### config.mk
export PLATFORM = sky130hd
export DESIGN_NAME = seq_encoder_flat
export DESIGN_NICKNAME = d
export VERILOG_FILES = /design/src/rtl/seq_encoder_if.sv /design/src/rtl/seq_encoder.sv /design/src/flat_wrapper.sv
export SDC_FILE = /design/constraint.sdc
export NUM_CORES = 1
export LEC_CHECK = 0
export ABC_AREA = 1
export BUFFER_PORTS_ARGS = -buffer_cell sky130_fd_sc_hd__buf_2
export CELL_PAD_IN_SITES_DETAIL_PLACEMENT = 1
export CELL_PAD_IN_SITES_GLOBAL_PLACEMENT = 2
export CORE_UTILIZATION = 32
export DETAILED_ROUTE_END_ITERATION = 8
export PLACE_DENSITY = 0.79
export SLEW_MARGIN = 20
export SYNTH_ARGS = -nofsm -noshare
export SYNTH_HDL_FRONTEND = slang
export SYNTH_SLANG_ARGS = --single-unit
### constraint.sdc
create_clock -name clk -period 3.5 [get_ports clk]
set_input_delay 0.175 -clock clk [delete_from_list [all_inputs] [get_ports clk]]
set_output_delay 0.175 -clock clk [all_outputs]
set_load 0.02 [all_outputs]
### src/rtl/seq_encoder_if.sv
// Handshake bundle for seq_encoder: an input word stream and an output index stream.
// The slave modport is the encoder's side. The master modport is the producer/consumer side.
interface seq_encoder_if #(
  parameter int WIDTH = 8,
  parameter int IDX_W = 3
);
  logic [WIDTH-1:0] inData;
  logic             inValid;
  logic             inReady;
  logic [IDX_W-1:0] outData;
  logic             outValid;
  logic             outReady;
  logic             outLast;
  logic             outEmpty;
  logic [IDX_W:0]   outSeq;

  modport slave (
    input  inData, inValid, outReady,
    output inReady, outData, outValid, outLast, outEmpty, outSeq
  );

  modport master (
    output inData, inValid, outReady,
    input  inReady, outData, outValid, outLast, outEmpty, outSeq
  );
endinterface

### src/rtl/seq_encoder.sv
// Sequential multi-hot to index encoder.
// The encoder accepts one word, then emits the index of each set bit, lowest index first.
// An all-zero word produces one beat with outEmpty set.
//
// state | meaning
// IDLE  | waiting for a word; inReady high
// EMIT  | streaming indices of pending bits; input held off
module seq_encoder #(
  parameter int WIDTH = 8,
  parameter int IDX_W = 3
) (
  input logic          clk,
  input logic          rst_n,
  seq_encoder_if.slave bus
);

  typedef enum logic {IDLE, EMIT} state_t;

  state_t           state_q;
  logic [WIDTH-1:0] pending_q;
  logic [IDX_W-1:0] data_q;
  logic             valid_q;
  logic             last_q;
  logic             empty_q;
  logic [IDX_W:0]   seq_q;

  logic [WIDTH-1:0] pending_d;
  logic [IDX_W-1:0] idx_d;
  logic             in_fire;
  logic             out_fire;

  // The fixed priority encoder returns the lowest set bit. It returns 0 when no bit is set.
  function automatic logic [IDX_W-1:0] lowest_idx(input logic [WIDTH-1:0] v);
    lowest_idx = '0;
    for (int i = WIDTH - 1; i >= 0; i--) begin
      if (v[i]) lowest_idx = IDX_W'(i);
    end
  endfunction

  // This is true when at most one bit is set. A zero word is also treated as its own last beat.
  function automatic logic at_most_one(input logic [WIDTH-1:0] v);
    at_most_one = ((v & (v - WIDTH'(1))) == '0);
  endfunction

  assign in_fire  = bus.inValid && bus.inReady;
  assign out_fire = valid_q && bus.outReady;

  // Clearing the lowest set bit removes exactly the bit that is being emitted now.
  assign pending_d = pending_q & (pending_q - WIDTH'(1));
  assign idx_d     = lowest_idx(pending_d);

  // Word capture, beat sequencing and registered outputs
  always_ff @(posedge clk or negedge rst_n) begin
    if (!rst_n) begin
      state_q   <= IDLE;
      pending_q <= '0;
      data_q    <= '0;
      valid_q   <= 1'b0;
      last_q    <= 1'b0;
      empty_q   <= 1'b0;
      seq_q     <= '0;
    end else begin
      case (state_q)
        IDLE: begin
          if (in_fire) begin
            pending_q <= bus.inData;
            data_q    <= lowest_idx(bus.inData);
            last_q    <= at_most_one(bus.inData);
            empty_q   <= (bus.inData == '0);
            seq_q     <= '0;
            valid_q   <= 1'b1;
            state_q   <= EMIT;
          end
        end
        EMIT: begin
          if (out_fire) begin
            if (last_q) begin
              state_q   <= IDLE;
              pending_q <= '0;
              data_q    <= '0;
              valid_q   <= 1'b0;
              last_q    <= 1'b0;
              empty_q   <= 1'b0;
              seq_q     <= '0;
            end else begin
              pending_q <= pending_d;
              data_q    <= idx_d;
              last_q    <= at_most_one(pending_d);
              seq_q     <= seq_q + (IDX_W + 1)'(1);
            end
          end
        end
        default: state_q <= IDLE;
      endcase
    end
  end

  // Ready is gated by reset so that no word can be accepted while reset is held.
  assign bus.inReady  = rst_n && (state_q == IDLE);
  assign bus.outValid = valid_q;
  assign bus.outData  = data_q;
  assign bus.outLast  = last_q;
  assign bus.outEmpty = empty_q;
  assign bus.outSeq   = seq_q;

endmodule

### src/flat_wrapper.sv
// flat-port wrapper written by rule: the top's interface ports become plain ports
module seq_encoder_flat 
#(
  parameter int WIDTH = 8,
  parameter int IDX_W = 3
)
  (clk, rst_n, bus_inData, bus_inValid, bus_outReady, bus_inReady, bus_outData, bus_outValid, bus_outLast, bus_outEmpty, bus_outSeq);
  seq_encoder_if #(.WIDTH(WIDTH), .IDX_W(IDX_W)) bus_i ();
  input logic clk;
  input logic rst_n;
  input wire logic [$bits(bus_i.inData)-1:0] bus_inData;
  input wire logic [$bits(bus_i.inValid)-1:0] bus_inValid;
  input wire logic [$bits(bus_i.outReady)-1:0] bus_outReady;
  output wire logic [$bits(bus_i.inReady)-1:0] bus_inReady;
  output wire logic [$bits(bus_i.outData)-1:0] bus_outData;
  output wire logic [$bits(bus_i.outValid)-1:0] bus_outValid;
  output wire logic [$bits(bus_i.outLast)-1:0] bus_outLast;
  output wire logic [$bits(bus_i.outEmpty)-1:0] bus_outEmpty;
  output wire logic [$bits(bus_i.outSeq)-1:0] bus_outSeq;
  assign bus_i.inData = bus_inData;
  assign bus_i.inValid = bus_inValid;
  assign bus_i.outReady = bus_outReady;
  assign bus_inReady = bus_i.inReady;
  assign bus_outData = bus_i.outData;
  assign bus_outValid = bus_i.outValid;
  assign bus_outLast = bus_i.outLast;
  assign bus_outEmpty = bus_i.outEmpty;
  assign bus_outSeq = bus_i.outSeq;
  seq_encoder #(.WIDTH(WIDTH), .IDX_W(IDX_W)) u_core (.clk(clk), .rst_n(rst_n), .bus(bus_i));
endmodule
==> out/qor.log, run 1 <==
[logic_synthesis] portion of synthesized cell area occupied by the leading cell type 37.81%
[power_and_ir_drop] proportion of power drawn by flip-flops and latches 32.0%
[logic_synthesis] Synthesized Nets 192
[die] area of the die 4184 um2
[route] mean routed wirelength per cell 14.40 um
[route] initial drt markers 51
[critical_path] crit-path max cell delay 0.52 ns
[sta] slew at the pin closest to its max-slew limit 0.4725 ns
[layout] multi-input combinational cell area 664.4 um2
[route] post-route antenna net violation count 0
[sta] Max-Slew Margin vs Limit 68.50%
[place] placer congestion estimate 0.8107
[die] Core Area 3716 um2
[cts] post-CTS setup repair buffer count 0
[layout] total of fill cells in the finished design 498
[cts] number of buffers added to fix hold violations after cts 1
[route] final wirelength 3615 um
[sta] final hold violation count 0
[logic_synthesis] number of warnings reported in the yosys synthesis log 0
[die] initial cell density of the core 33.84%
[power_and_ir_drop] Comb pwr share 56.6%
[logic_synthesis] syn_area_per_cell 7.025 um2
[layout] number of diodes 0
[power_and_ir_drop] P per Cell Area 927.5 nW/um2
[layout] most frequent cells in the layout nand2_1, nor2_1, buf_2
[power_and_ir_drop] net load switching power 0.0006952 W
[die] num ports 23
[layout] growth of design area from synthesis to finish 15.62%
[sta] count of endpoints failing setup in the final report 0
[global_routing] GR peak layer met2
[global_routing] number of antenna violations at the first check in global routing 0
[route] number of iterations in the first detailed-routing pass 4
[place] number of buffers inserted by port buffering 22
[logic_synthesis] sequential-to-total area share from yosys stat 37.81%
[power_and_ir_drop] Internal 0.0006533 W
[cts] root buffer selected by CTS clkbuf_8
[sta] Fmax achieved 0.4879 GHz
[sta] min Tclk post-route 2.049 ns
[layout] final-stage net count 217
[global_routing] GRT met2 Usage 30.26%
[critical_path] cells along the critical path dlygate4sd3_1, buf_2, inv_1, nor2_4, nand2_2, nand2_4, inv_2, nor2_1, inv_1, o21ai_0, a21oi_1
[sta] worst hold slack 0.2159 ns
[critical_path] critical path's most frequent cell inv_1
[global_routing] pin count of the biggest net entering global routing 21
[sta] skew final 0.007193 ns
[hold_path] type of the worst min-delay path in2reg
[cts] number of clock buffers inserted by TritonCTS 3
[die] die width 64.69 um
[power_and_ir_drop] maximum vdd ir drop 0.2356 mV
[critical_path] capturing element type of the critical path flop
[global_routing] total routing resource utilization after global routing 18.98%
[critical_path] arrival time reported for the critical path endpoint 2.20 ns
[logic_synthesis] instance count of the mapped netlist 179
[layout] core occupancy in the finished layout 39.12%
[global_routing] via count of the first global-routing pass 1211
[die] floorplan row count 22
[critical_path] critical path class in2reg
[global_routing] first-pass GRT wire length 5913 um
[cts] number of resized instances in the post-cts repair step 0
[power_and_ir_drop] proportion of total power due to net switching 51.55%
[sta] Total Neg Setup Slack 0 ns
[sta] Final Max Tran Viols 0
[power_and_ir_drop] portion of total power attributed to the clock network 11.4%
[cts] number of levels the H-tree was split into 1
[run] max-cap violations 0
[cts] Clk pin slew, worst setup/hold paths 0.08 ns
[status] outcome finished, final reports clean
[layout] Sequential Area 475.5 um2
[route] DRC Markers 0
[critical_path] worst-path maximum fanout 20
[sta] Final period util 58.55%
[critical_path] CP Launch Type primary input
[layout] commonest non-fill, non-tap cell in the layout nand2_1
[cts] Clock Latency Late Sink 0.26 ns
[power_and_ir_drop] reported leakage power 0.7566 nW
[route] via count 1240
[global_routing] met1 track demand over resource 26.09%
[logic_synthesis] cell accounting for the most synthesized area dfrtp_1
[global_routing] global-route met3 utilization 2.113%
[route] post-DR vias/cell 4.940
[die] die extent in y 64.69 um
[cts] buffers from clock root to sink, at most 2
[logic_synthesis] count of cell types in the netlist 27
[place] half-perimeter wire length of the detailed placement result 2950 um
[cts] clock sink count 19
[sta] setup repair after global routing missed its margin false
[logic_synthesis] cell area after synthesis 1257 um2
[logic_synthesis] register bit total from synthesis 19
[global_routing] total congestion overflow 0
[layout] share of layout cells above drive strength 1 18.72%
[logic_synthesis] main area contributors after synthesis dfrtp_1, nand2_1, nor2_1
[critical_path] endpoint required time on the critical path 3.65 ns
[critical_path] slowest library cell on the worst path dlygate4sd3_1
[cts] CTS tree built
==> power groups by stage <==
stage / combinational [W] / sequential, W / clock [W]
after floorplan: 0.000542 / 0.000455 / 0
after global placement: 0.000751 / 0.000430 / 0
after detailed placement: 0.000771 / 0.000434 / 0
after CTS: 0.000775 / 0.000431 / 0.000158
after global routing: 0.000869 / 0.000444 / 0.000167
final: 0.000763 / 0.000431 / 0.000154
==> cell usage after synthesis <==
master	number
nor2_1	28
a22oi_1	2
xor2_1	1
dfrtp_1	19
buf_4	1
nor2_8	1
inv_2	1
nand4_1	2
ha_1	1
o21ai_0	6
nand2_2	2
o21ai_2	2
nand3_1	15
a31oi_1	1
nor2_4	2
nor2_2	1
inv_1	20
o21ai_1	1
nand2_4	1
or2_2	1
nand2_1	44
buf_6	2
a21oi_1	19
o221ai_1	2
o22ai_1	2
o211ai_1	1
inv_6	1
==> flip-flops by register name, summed over array words and instances, names as in the netlist <==
name                 cells
u_core.bus.outLast       1
u_core.bus.outValid      1
u_core.state_q           1
u_core.bus.outSeq        4
u_core.pending_q         8
u_core.bus.outEmpty      1
u_core.bus.outData       3
==> final cells by class <==
type | count | area share (%)
Clock inverter | 1 | 0.3442
Inverter | 22 | 6.024
Clock buffer | 3 | 2.840
Sequential cell | 19 | 32.70
Timing Repair Buffer | 23 | 8.262
Tap cell | 48 | 4.131
Multi-Input combinational cell | 135 | 45.70
==> per-layer routing <==
layer	vias up	wire [um]	part of all wire, %
met3	4	101	2.8
met4	0	44	1.2
li1	637	-	-
met2	21	1647	46
met1	578	1820	50
met5	-	0	0
==> critical path, delay by kind of cell <==
family | cells | cell delay (ns)
buf+inv | 5 | 1.31
simple gates | 4 | 0.55
compound gates | 2 | 0.14
==> logic make-up (layout without fill, tap and decap cells) <==
| group | count (synthesis) | count (layout) | synth area share, % |
|---|---|---|---|
| XOR/XNOR | 1 | 1 | 0.6966 |
| adder cells (fa/ha/maj) | 1 | 1 | 0.9949 |
| AND/OR/NAND/NOR | 97 | 97 | 34.73 |
| flip-flops | 19 | 19 | 37.81 |
| buffers and inverters | 25 | 49 | 9.353 |
| AO/OA/AOI/OAI | 36 | 36 | 16.42 |
==> worst paths after layout <==
path	startpoint	to	slack, ns	depth (start not counted)
min in group asynchronous	rst_n	u_core.pending_q[1]	0.40	2
max	rst_n	u_core.bus.outSeq[2]	1.45	11
min	bus_inValid	u_core.state_q	0.22	3
min reg2reg	u_core.bus.outEmpty	u_core.bus.outEmpty	0.50	2
max reg2reg	u_core.state_q	u_core.bus.outSeq[2]	1.83	7
max in group asynchronous	rst_n	u_core.bus.outData[0]	2.77	2
==> stage by stage <==
step	setup WS (ns)	area, um2	total power [W]	instances
finish	1.451	1454	0.001349	251
global placement	1.747	1398	0.001181	246
global route	1.187	1454	0.001481	251
detailed placement	1.657	1398	0.001206	246
CTS	1.384	1454	0.001363	251
floorplan	2.115	1257	0.0009965	179
Power figures use the tool's default switching activity.
==> inputs of run 2 (changes only) <==
Settings changed: CORE_UTILIZATION 32 to 30, PLACE_DENSITY 0.79 to 0.75.
Clock period 3.5 ns to 1.95 ns, I/O delays scaled along.
==> out/qor.log, run 2 (synthesized netlist as in run 1, its figures left out) <==
[sta] Final Max Tran Viols 0 [unchanged]
[place] number of buffers inserted by port buffering 22 [unchanged]
[die] Core Area 4000 um2 [+7.6%]
[power_and_ir_drop] reported leakage power 0.7614 nW [+0.64%]
[cts] number of clock buffers inserted by TritonCTS 3 [unchanged]
[status] outcome finished, final reports clean
[sta] count of endpoints failing setup in the final report 0 [unchanged]
[route] Met1 Routed Length 1691 um [-7.1%]
[route] highest metal layer used by the detailed router met4
[sta] worst hold slack 0.1366 ns [-0.07929 ns]
[layout] final-stage net count 218 [+0.46%]
[global_routing] number of antenna violations at the first check in global routing 0 [unchanged]
[layout] share of layout cells above drive strength 1 19.12% [+0.40 points]
[critical_path] critical path class reg2reg
[cts] Clock Latency Late Sink 0.26 ns [about the same]
[layout] most flop-heavy register u_core.pending_q
[global_routing] pin count of the biggest net entering global routing 20 [-4.8%]
[layout] multi-input combinational cell area 664.4 um2 [unchanged]
[route] final wirelength 3761 um [+4.0%]
[sta] Final period util 85.84%
[global_routing] total routing resource utilization after global routing 19.60% [+0.61 points]
[global_routing] first-pass GRT wire length 6382 um [+7.9%]
[critical_path] worst-path maximum fanout 18 [-10%]
[die] floorplan row count 23 [+4.5%]
[sta] min Tclk post-route 1.674 ns
[place] half-perimeter wire length of the detailed placement result 3015 um [+2.2%]
[sta] Total Neg Setup Slack 0 ns [unchanged]
[sta] setup repair after global routing missed its margin false
[route] mean routed wirelength per cell 14.81 um [+2.8%]
[cts] number of levels the H-tree was split into 1 [unchanged]
[route] number of iterations in the first detailed-routing pass 4 [unchanged]
[die] die width 66.74 um [+3.2%]
[cts] buffers from clock root to sink, at most 2 [unchanged]
[layout] Sequential Area 475.5 um2 [unchanged]
[route] DRC Markers 0 [unchanged]
[power_and_ir_drop] P per Cell Area 1663 nW/um2 [+79%]
[die] die extent in y 66.74 um [+3.2%]
[route] met2 wire length 1908 um [+16%]
[route] initial drt markers 25 [-51%]
[layout] growth of design area from synthesis to finish 16.42%
[layout] most frequent cells in the layout nand2_1, nor2_1, buf_2
[route] via count 1286 [+3.7%]
[die] num ports 23 [unchanged]
[sta] final hold violation count 0 [unchanged]
[layout] max FFs per register 8 [unchanged]
[route] Detail Route met3 WL 120 um [+19%]
[sta] Fmax achieved 0.5974 GHz
[run] max-cap violations 0 [unchanged]
[critical_path] endpoint required time on the critical path 2.10 ns [-1.55 ns]
[place] placer congestion estimate 0.7582 [-6.5%]
[die] initial cell density of the core 31.44% [-2.4 points]
[layout] commonest non-fill, non-tap cell in the layout nand2_1
[die] area of the die 4454 um2 [+6.5%]
[global_routing] total congestion overflow 0 [unchanged]
[cts] root buffer selected by CTS clkbuf_8
[sta] Max-Slew Margin vs Limit 73.21% [+4.7 points]
[route] post-route antenna net violation count 0 [unchanged]
[hold_path] type of the worst min-delay path in2reg
[critical_path] arrival time reported for the critical path endpoint 1.82 ns [-0.38 ns]
[global_routing] via count of the first global-routing pass 1398 [+15%]
[cts] clock sink count 19 [unchanged]
[sta] skew final 0.002278 ns [-0.004915 ns]
[power_and_ir_drop] maximum vdd ir drop 0.5849 mV [+150%]
[cts] CTS tree built
[cts] Clk pin slew, worst setup/hold paths 0.08 ns [about the same]
[critical_path] capturing element type of the critical path flop
[sta] slew at the pin closest to its max-slew limit 0.4018 ns [-0.07061 ns]
[critical_path] CP Launch Type flop
[layout] number of diodes 0 [unchanged]
[layout] total of fill cells in the finished design 524 [+5.2%]
[route] post-DR vias/cell 5.063 [+2.5%]
run 2: cell types whose count changed in the layout (fill, tap and decap cells not counted):
cell / previous run / this run
buf_4: 0 / 1
run 2: final timing paths:
check	from	to	slack (ns)	cells after the start
worst min register to register	u_core.bus.outEmpty	u_core.bus.outEmpty	0.52	2
max in group asynchronous	rst_n	u_core.bus.outLast	1.37	3
worst max register to register	u_core.state_q	u_core.bus.outSeq[2]	0.28	7
worst max-delay path	u_core.state_q	u_core.bus.outSeq[2]	0.28	7
min in group asynchronous	rst_n	u_core.state_q	0.35	3
worst min-delay path	bus_inValid	u_core.bus.outValid	0.14	3
run 2: worst max-delay path: stages, from the launching register on:
cell,delay [ns]
dfrtp_1,0.59
nand3_1,0.19
nand2_4,0.24
inv_2,0.14
nor2_1,0.15
inv_1,0.08
o21ai_0,0.09
a21oi_1,0.06
run 2: cell type report:
cell class	instances	share of cell area, %
multi-input combinational	135	45.38
sequential	19	32.48
timing repair buffer	24	8.718
inverter	22	5.983
tap	50	4.274
clock buffer	3	2.821
clock inverter	1	0.3419
run 2: repair_timing:
action,CTS,global route
resized for setup,0,0
hold buffers,1,0
setup buffers,0,0
endpoints found under the hold margin,19,0
run 2: power breakdown:
group / leakage, nW / internal (W) / total [W] / switching (W)
sequential: 0.235 / 0.000565 / 0.000764 / 0.000200
combinational: 0.501 / 0.000467 / 0.00138 / 0.000915
clock: 0.0255 / 0.000142 / 0.000288 / 0.000145
run 2: stage by stage:
| stage | util (%) | worst slack [ns] | instances | cell area (um2) | total power [W] |
|---|---|---|---|---|---|
| final | 36.60 | 0.2761 | 254 | 1464 | 0.002434 |
| after global routing | 36.60 | 0.09472 | 254 | 1464 | 0.002679 |
| after CTS | 36.60 | 0.2514 | 254 | 1464 | 0.002461 |
| after detailed placement | 35.19 | 0.2646 | 249 | 1408 | 0.002158 |
| after global placement | 35.19 | 0.3420 | 249 | 1408 | 0.002130 |
| after floorplan | - | 0.5645 | 179 | 1257 | 0.001789 |
run 2: per-layer routing:
layer	vias to the layer above	global-route usage [%]
li1	635	-
met1	621	22.16
met2	26	36.36
met3	4	3.253
met4	0	6.915
met5	-	0
